===== src/rtl/uart_tx_fifo_if.sv =====
// Byte handshake bundle between the core-side producer and the UART-side consumer.
// The FIFO takes the slave view; the core/UART (or a testbench) takes the master view.
interface uart_tx_fifo_if;
    logic [7:0] in_data;
    logic       in_valid;
    logic       in_ready;
    logic [7:0] out_data;
    logic       out_valid;
    logic       out_ready;

    modport master (
        output in_data, in_valid, out_ready,
        input  in_ready, out_data, out_valid
    );

    modport slave (
        input  in_data, in_valid, out_ready,
        output in_ready, out_data, out_valid
    );
endinterface


===== src/rtl/uart_tx_fifo.sv =====
// First-word-fall-through byte FIFO feeding the UART transmitter, with synchronous flush.
// Optional peak-occupancy tracking is enabled by defining UART_TX_FIFO_PEAK_EN.
module uart_tx_fifo #(
    parameter int DEPTH_LOG          = 4,
    parameter int ALMOST_FULL_MARGIN = 2
) (
    input  logic                 clk,
    input  logic                 reset,
    input  logic                 flush,
    uart_tx_fifo_if.slave        bus,
    output logic [DEPTH_LOG:0]   level,
    output logic                 almost_full,
    output logic                 empty
`ifdef UART_TX_FIFO_PEAK_EN
    ,
    input  logic                 peak_clear,
    output logic [DEPTH_LOG:0]   peak_level
`endif
);

    localparam int                 DEPTH     = 1 << DEPTH_LOG;
    localparam logic [DEPTH_LOG:0] DEPTH_L   = (DEPTH_LOG + 1)'(DEPTH);
    localparam logic [DEPTH_LOG:0] AF_MARGIN = (DEPTH_LOG + 1)'(ALMOST_FULL_MARGIN);

    logic [7:0]           mem_q [DEPTH];
    logic [DEPTH_LOG-1:0] wr_ptr_q, wr_ptr_d;
    logic [DEPTH_LOG-1:0] rd_ptr_q, rd_ptr_d;
    logic [DEPTH_LOG:0]   level_q, level_d;
    logic                 in_ready;
    logic                 out_valid;
    logic                 push;
    logic                 pop;

    // Handshake flags come only from registered state, never from the peer's valid/ready.
    assign in_ready      = !reset && (level_q < DEPTH_L);
    assign out_valid     = (level_q != '0);
    assign bus.in_ready  = in_ready;
    assign bus.out_valid = out_valid;
    assign bus.out_data  = out_valid ? mem_q[rd_ptr_q] : 8'h00;

    assign push = bus.in_valid && in_ready;
    assign pop  = out_valid && bus.out_ready;

    assign level       = level_q;
    assign empty       = (level_q == '0);
    assign almost_full = ((DEPTH_L - level_q) <= AF_MARGIN);

    always_comb begin
        // NOTE: every next-state signal gets its hold value first so no latch is inferred.
        wr_ptr_d = wr_ptr_q;
        rd_ptr_d = rd_ptr_q;
        level_d  = level_q;
        if (flush) begin
            wr_ptr_d = '0;
            rd_ptr_d = '0;
            level_d  = '0;
        end else begin
            if (push) wr_ptr_d = wr_ptr_q + 1'b1;
            if (pop)  rd_ptr_d = rd_ptr_q + 1'b1;
            case ({push, pop})
                2'b10:   level_d = level_q + 1'b1;
                2'b01:   level_d = level_q - 1'b1;
                default: level_d = level_q;
            endcase
        end
    end

    always_ff @(posedge clk) begin
        if (reset) begin
            wr_ptr_q <= '0;
            rd_ptr_q <= '0;
            level_q  <= '0;
        end else begin
            wr_ptr_q <= wr_ptr_d;
            rd_ptr_q <= rd_ptr_d;
            level_q  <= level_d;
        end
    end

    // NOTE: the storage array has no reset; stale entries are unreachable because level gates out_valid.
    always_ff @(posedge clk) begin
        if (push && !flush) begin
            mem_q[wr_ptr_q] <= bus.in_data;
        end
    end

`ifdef UART_TX_FIFO_PEAK_EN
    logic [DEPTH_LOG:0] peak_q, peak_d;

    always_comb begin
        peak_d = peak_q;
        if (flush) begin
            peak_d = '0;
        end else if (peak_clear) begin
            peak_d = level_q;
        end else if (level_d > peak_q) begin
            peak_d = level_d;
        end
    end

    always_ff @(posedge clk) begin
        if (reset) begin
            peak_q <= '0;
        end else begin
            peak_q <= peak_d;
        end
    end

    assign peak_level = peak_q;
`endif

endmodule


===== src/flat_wrapper.sv =====
// flat-port wrapper written by rule: the top's interface ports become plain ports
module uart_tx_fifo_flat 
#(
    parameter int DEPTH_LOG          = 4,
    parameter int ALMOST_FULL_MARGIN = 2
)
  (clk, reset, flush, level, almost_full, empty, bus_in_data, bus_in_valid, bus_out_ready, bus_in_ready, bus_out_data, bus_out_valid);
  uart_tx_fifo_if bus_i ();
  input  logic clk;
  input  logic reset;
  input  logic flush;
  output logic [DEPTH_LOG:0] level;
  output logic almost_full;
  output logic empty;
  input wire logic [$bits(bus_i.in_data)-1:0] bus_in_data;
  input wire logic [$bits(bus_i.in_valid)-1:0] bus_in_valid;
  input wire logic [$bits(bus_i.out_ready)-1:0] bus_out_ready;
  output wire logic [$bits(bus_i.in_ready)-1:0] bus_in_ready;
  output wire logic [$bits(bus_i.out_data)-1:0] bus_out_data;
  output wire logic [$bits(bus_i.out_valid)-1:0] bus_out_valid;
  assign bus_i.in_data = bus_in_data;
  assign bus_i.in_valid = bus_in_valid;
  assign bus_i.out_ready = bus_out_ready;
  assign bus_in_ready = bus_i.in_ready;
  assign bus_out_data = bus_i.out_data;
  assign bus_out_valid = bus_i.out_valid;
  uart_tx_fifo #(.DEPTH_LOG(DEPTH_LOG), .ALMOST_FULL_MARGIN(ALMOST_FULL_MARGIN)) u_core (.clk(clk), .reset(reset), .flush(flush), .bus(bus_i), .level(level), .almost_full(almost_full), .empty(empty));
endmodule

===== config.mk =====
export PLATFORM = sky130hd
export DESIGN_NAME = uart_tx_fifo_flat
export DESIGN_NICKNAME = d
export VERILOG_FILES = /design/src/rtl/uart_tx_fifo_if.sv /design/src/rtl/uart_tx_fifo.sv /design/src/flat_wrapper.sv
export SDC_FILE = /design/constraint.sdc
export NUM_CORES = 1
export LEC_CHECK = 0
export BUFFER_PORTS_ARGS = -buffer_cell sky130_fd_sc_hd__buf_4
export CAP_MARGIN = 20
export CORE_MARGIN = 2
export CORE_UTILIZATION = 61
export DETAILED_ROUTE_END_ITERATION = 10
export PLACE_DENSITY = 0.76
export SLEW_MARGIN = 30
export SYNTH_ARGS = -nofsm -noshare
export SYNTH_HDL_FRONTEND = slang
export SYNTH_SLANG_ARGS = --single-unit

===== constraint.sdc =====
create_clock -name clk -period 4.7 [get_ports clk]
set_clock_uncertainty 0.05 [all_clocks]
set_input_delay 0.94 -clock clk [delete_from_list [all_inputs] [get_ports clk]]
set_output_delay 0.94 -clock clk [all_outputs]
set_load 0.005 [all_outputs]

==> flow_metrics.py, run 1 <==
metrics = {
    "outcome": {
        "status": "complete, no violations",
    },
    "synth": {
        "ys.warnings.count": 0,
        "ys_types": 39,
        "syn_nets": 415,
        "ys_seq_elements": 145,
        "ys.flop_type": "edfxtp_1",
        "synth_area_per_cell_um2": 15.48,
        "synth-seq-area-share": 0.6965,
        "async_flop_share": 0,
        "syn_area_um2": 6007,
        "synth-edff-count": 128,
        "syn_inst": 388,
    },
    "sta": {
        "worst_pin_slew_ns": 0.8632,
        "finalHoldViolCount": 0,
        "setup_viol": 0,
        "fmax_mhz": 252.6,
        "min_period_over_period": 0.8422,
        "final_max_slew_viol_count": 0,
        "tns_ns": 0,
        "rsz0062_at_grt": "no",
        "finalCriticalPeriod_ns": 3.958,
        "slew_headroom": 0.4224,
        "fin_ws_ns": 0.7416,
    },
    "route": {
        "drt_wl_total_um": 12950,
        "firstDrtPassIters": 5,
        "via_per_inst": 6.126,
        "routedWlPerCell_um": 22.63,
        "drc": 0,
        "vias": 3504,
        "first_iter_violations": 268,
        "antenna_left": 0,
    },
    "placed_design": {
        "place_ws_ns": 1.143,
        "gp_routability_congestion": 0.8251,
        "dp_hpwl_um": 7943,
        "port_buffers": 29,
    },
    "floorplanning": {
        "rows": 36,
        "die_w_um": 103.2,
        "start_util": 0.6203,
        "die_h_um": 103.2,
        "ios": 30,
        "die_area_um2": 10660,
        "core_um2": 9684,
    },
    "layout": {
        "mostFrequentLayoutCells": "128 x edfxtp_1, 52 x mux2i_1, 38 x buf_4",
        "final_common_cell": "edfxtp_1",
        "drive_gt1_frac": 0.1936,
        "final_nets": 453,
        "area_growth_pct": 16.50,
        "fin_util": 0.7226,
        "diodes": 0,
    },
    "worst_hold_path": {
        "hold_class": "reg -> reg",
        "hold_depth": 2,
    },
    "global_route": {
        "grt_overflow": 0,
        "grt_first_pass_wirelength_um": 19300,
        "antenna_found_initial": 0,
        "grt_max_degree": 42,
        "gr-usage-all-layers": 0.2594,
        "grt_pass1_vias": 3390,
    },
    "pwr": {
        "pwr-share-clk": 0.477,
        "fin_total_pwr_w": 0.002868,
        "power_density_nw_per_um2": 409.8,
        "switchingPower_w": 0.0005692,
        "p_int_w": 0.002298,
        "combPwrFrac": 0.031,
        "power_frac_seq": 0.492,
        "ir_worst_vdd_mv": 0.2906,
        "leakagePower_nw": 2.299,
        "swShare": 0.1985,
    },
    "worst_setup_path": {
        "worstRegToRegCells": 7,
        "worst-setup-path-type": "reg -> out",
        "crit_fanout": 8,
        "cp.arrival_ns": 2.97,
        "crit_path_end_kind": "output port",
        "required_ns": 3.71,
        "start_kind": "flip-flop",
    },
    "clock_network": {
        "cts_hold_repair.buffers": 0,
        "cts_buffer_depth": 2,
        "h-tree-depth": 4,
        "numCtsBuffers": 17,
        "clk_latency_ns": 0.53,
        "cts-root-buf": "clkbuf_8",
        "cts_num_sinks": 145,
        "clkTransAtPathRegs_ns": 0.06,
        "post_cts_resized": 0,
        "cts_tree": "built",
        "cts_setup_buffers": 0,
    },
    "run": {
        "maxCapViolations": 0,
    },
}
registers in the layout (all words and copies together) (netlist names), named ones only:
register / flops
u_core.level: 5
u_core.mem_q: 128
u_core.rd_ptr_q: 4
u_core.wr_ptr_q: 4
Yosys cell counts, types with 2 or more instances:
library cell | number | share of area
buf_2 | 8 | 0.0067
xor2_1 | 5 | 0.0073
a21oi_1 | 7 | 0.0058
dfxtp_1 | 17 | 0.057
ha_1 | 13 | 0.027
o211ai_1 | 3 | 0.0037
nand2_1 | 14 | 0.0087
or4_1 | 3 | 0.0037
mux4_2 | 8 | 0.030
nand2b_1 | 11 | 0.011
nor4_1 | 2 | 0.0021
nor3_1 | 8 | 0.0067
o21ai_0 | 8 | 0.0067
nor2_1 | 28 | 0.017
xnor2_1 | 2 | 0.0029
nor2b_1 | 4 | 0.0042
a22oi_1 | 22 | 0.027
inv_1 | 9 | 0.0056
nand4_1 | 2 | 0.0021
mux2i_1 | 52 | 0.087
nand3_1 | 9 | 0.0075
edfxtp_1 | 128 | 0.64
clkbuf_1 | 9 | 0.0056
area by class of cell:
type                       count  area, um^2
tap                          133       166.4
multi-input combinational    215        1717
fill                         636        2686
clock inverter                14       190.2
timing repair buffer          38       285.3
clock buffer                  18       417.9
sequential                   145        4188
inverter                       9       33.78
stage by stage:
step,cell area [um^2],instances,hold slack (ns)
floorplan,6007,388,0.4347
global placement,6377,540,0.4506
detailed placement,6382,540,0.4716
CTS,6990,572,0.4853
global route,6998,572,0.5043
finish,6998,572,0.4818
kinds of logic (layout without fill, tap and decap cells):
family	Yosys count	count (layout)	share of synthesized area
flops	145	145	0.6965
simple gates	90	90	0.07686
mux	60	60	0.1166
compound gates	44	44	0.04957
buf+inv	28	79	0.01979
fa+ha+maj	14	14	0.03041
xor+xnor	7	7	0.01021
power by group through the flow:
stage | logic [W] | registers, W | clock network [W]
2_1_floorplan | 0.0000443 | 0.00143 | 0
3_3_place_gp | 0.0000864 | 0.00144 | 0
3_5_place_dp | 0.0000892 | 0.00144 | 0
4_1_cts | 0.0000900 | 0.00141 | 0.00138
5_1_grt | 0.0000980 | 0.00141 | 0.00143
6_report | 0.0000899 | 0.00141 | 0.00137
per-layer routing:
metal,routed length [um],vias up,global-route usage
li1,-,1566,-
met1,5305,1747,0.3494
met2,6483,174,0.4131
met3,931,17,0.07392
met4,225,0,0.08704
met5,0,-,0
worst max-delay path, cell delays in order, from the launching register on:
cell and delay (ns):
dfxtp_1 0.45, inv_1 0.14, ha_1 0.24, nor3b_1 0.16, ha_1 0.25, nor2_1 0.61
nand3_1 0.22, o21ai_0 0.18, buf_4 0.16
final timing paths:
path | start | endpoint | slack (ns)
worst max-delay path | u_core.level[0]$_SDFFE_PP0P_ | bus_out_data[3] | 0.74
worst min-delay path | u_core.level[4]$_SDFFE_PP0P_ | u_core.level[4]$_SDFFE_PP0P_ | 0.48
worst max register to register | u_core.level[0]$_SDFFE_PP0P_ | u_core.mem_q[9][3]$_DFFE_PP_ | 1.12
worst min register to register | u_core.level[4]$_SDFFE_PP0P_ | u_core.level[4]$_SDFFE_PP0P_ | 0.48
(Power assumes the default switching activity.)
==> run 2, diff against run 1 <==
ABC_AREA = 1   (was not set)
clock period = 3.8 ns   (was 4.7 ns; I/O delays follow)
==> run 2 against run 1 <==
Register-to-register slack worse by 0.20 ns. Combinational power grew to 3.5 times the previous value. Total power increased by 28%. Final area increased by 5.9%. Routed wire length increased by 9.2%. Sequential power increased by 24%. Cell count rose by 46%. Critical path type unchanged. Critical endpoint is now bus_out_data[4]. Largest cell class unchanged. Highest routed layer unchanged.
==> flow_metrics.py, run 2 <==
metrics = {
    "placed_design": {
        "dpl.cell_count": 802,
        "port_buffers": 29,
        "gp_routability_congestion": 0.8457,
        "place_ws_ns": 0.9233,
        "dp_hpwl_um": 8960,
        "place_area_um2": 6838,
    },
    "synth": {
        "synth-seq-area-share": 0.6371,
        "syn_inst": 657,
        "synth_top_area_cell": "edfxtp_1",
        "ys.flop_type": "edfxtp_1",
        "synthTopCellsByArea": "edfxtp_1 59%, nand2_1 13%, nand3_1 6.6%",
        "ys.warnings.count": 0,
        "syn_area_um2": 6568,
        "synth-edff-count": 128,
        "async_flop_share": 0,
        "ys_types": 28,
        "synth.most_common_cell": "nand2_1",
        "synth_top_area_frac": 0.5853,
        "syn_nets": 684,
        "synth_common_cells": "222 x nand2_1, 128 x edfxtp_1, 87 x inv_1",
        "ys_seq_elements": 145,
        "synth_area_per_cell_um2": 9.996,
    },
    "global_route": {
        "grt_max_degree": 65,
        "grt_first_pass_wirelength_um": 22450,
        "antenna_found_initial": 0,
        "grt_pass1_vias": 4355,
        "grt_overflow": 0,
        "gr-usage-all-layers": 0.2620,
    },
    "worst_setup_path": {
        "max_stage_delay_ns": 0.35,
        "crit_path_end_kind": "output port",
        "crit_top_cell": "nand2_1",
        "worstRegToRegCells": 16,
        "regToRegEndpoint": "u_core.level[4]$_SDFFE_PP0P_",
        "required_ns": 2.99,
        "start_kind": "flip-flop",
        "cp_cell_sequence": "inv_2 -> buf_4 -> nand2_1 -> nand2_1 -> nand2_1 -> nand3_1 -> nand3_1 -> a21oi_1 -> buf_4",
        "cp.arrival_ns": 2.29,
        "reg2reg_slack_ns": 0.92,
        "worst-setup-path-type": "reg -> out",
        "crit_fanout": 23,
        "reg2reg_from": "u_core.level[0]$_SDFFE_PP0P_",
        "crit_path_top_delay_cell": "buf_4",
    },
    "clock_network": {
        "cts_buffer_depth": 2,
        "post_cts_resized": 0,
        "cts_setup_buffers": 0,
        "clkTransAtPathRegs_ns": 0.06,
        "cts_num_sinks": 145,
        "cts_hold_repair.buffers": 0,
        "h-tree-depth": 4,
        "clk_latency_ns": 0.51,
        "cts-root-buf": "clkbuf_8",
        "cts_tree": "built",
        "numCtsBuffers": 17,
    },
    "pwr": {
        "power_density_nw_per_um2": 496.0,
        "leakagePower_nw": 3.175,
        "ir_worst_vdd_mv": 0.3656,
    },
    "worst_hold_path": {
        "hold_start": "u_core.rd_ptr_q[3]$_SDFFE_PP0P_",
        "hold_class": "reg -> reg",
        "hold_depth": 1,
        "holdPathEnd": "u_core.rd_ptr_q[3]$_SDFFE_PP0P_",
    },
    "route": {
        "first_iter_violations": 499,
        "via_per_inst": 5.518,
        "vias": 4602,
        "antenna_left": 0,
        "routedWlPerCell_um": 16.95,
        "firstDrtPassIters": 5,
        "drt_wl_total_um": 14140,
        "drc": 0,
    },
    "layout": {
        "final_cell_area_um2": 7411,
        "area_growth_pct": 12.84,
        "final_cells": 834,
        "final_nets": 712,
        "largest_register_ffs": 128,
        "fin_util": 0.7146,
        "fill_cells": 717,
        "mostFrequentLayoutCells": "222 x nand2_1, 128 x edfxtp_1, 87 x inv_1",
        "regMostFlops": "u_core.mem_q",
        "diodes": 0,
        "final_common_cell": "nand2_1",
        "drive_gt1_frac": 0.1175,
    },
    "sta": {
        "final_max_slew_viol_count": 0,
        "finalHoldViolCount": 0,
        "worst_pin_slew_ns": 0.8178,
        "fmax_mhz": 322.2,
        "finalCriticalPeriod_ns": 3.104,
        "min_period_over_period": 0.8168,
        "tns_ns": 0,
        "slew_headroom": 0.4528,
        "setup_viol": 0,
        "rsz0062_at_grt": "no",
        "fin_ws_ns": 0.6963,
    },
    "outcome": {
        "status": "complete, no violations",
    },
    "floorplanning": {
        "die_h_um": 107.8,
        "rows": 37,
        "die_w_um": 107.8,
        "ios": 30,
        "start_util": 0.6333,
        "core_um2": 10370,
        "die_area_um2": 11610,
    },
    "run": {
        "maxCapViolations": 0,
    },
}
## run 2: worst max path at each step
stage                                 startpoint                            to  depth (start not counted)
finish                                 flip-flop               bus_out_data[4]                          9
global route                           flip-flop               bus_out_data[0]                          8
CTS                                    flip-flop               bus_out_data[4]                          9
detailed placement  u_core.level[1]$_SDFFE_PP0P_  u_core.level[4]$_SDFFE_PP0P_                         16
global placement    u_core.level[0]$_SDFFE_PP0P_  u_core.level[4]$_SDFFE_PP0P_                         16
floorplan           u_core.level[0]$_SDFFE_PP0P_  u_core.level[4]$_SDFFE_PP0P_                         17
## run 2: final cells by class
class	instances	area, um^2	area share
clock buffer	18	417.9	0.05639
clock inverter	14	155.1	0.02094
inverter	93	349.1	0.04710
multi-input combinational	394	1878	0.2534
sequential	145	4185	0.5647
tap	136	170.2	0.02296
timing repair buffer	34	255.2	0.03444
## run 2: critical path: cells and delay by family, from the launching register on
family | cells | cell delay (ns)
buf+inv | 3 | 0.82
simple gates | 5 | 0.40
flops | 1 | 0.33
compound gates | 1 | 0.22
## run 2: per-layer routing
metal  share of wire  up-vias  track usage  routed length, um
met1            0.41     2213       0.3543               5800
met4           0.023        0      0.09341                321
met2            0.50      170       0.4367               7094
met5               0        -            0                  0
met3           0.065       26      0.03632                918
li1                -     2193            -                  -
## run 2: per-stage QoR
| step | power, W | hold slack [ns] |
|---|---|---|
| finish | 0.003676 | 0.4378 |
| global route | 0.003773 | 0.4563 |
| CTS | 0.003675 | 0.4311 |
| detailed placement | 0.002101 | 0.4125 |
| global placement | 0.002095 | 0.3742 |
| floorplan | 0.001980 | 0.3615 |
## run 2: kinds of logic after synthesis
family	Yosys count	synth area share
flip-flops	145	0.6371
buffers and inverters	118	0.07696
AND/OR/NAND/NOR	350	0.2326
XOR/XNOR	3	0.004001
AO/OA/AOI/OAI	27	0.02153
adder cells (fa/ha/maj)	14	0.02782
## run 2: power breakdown
| part | switching [W] | internal (W) |
|---|---|---|
| Clock | 0.000665 | 0.000944 |
| Sequential | 0.0000111 | 0.00174 |
| Combinational | 0.000200 | 0.000113 |
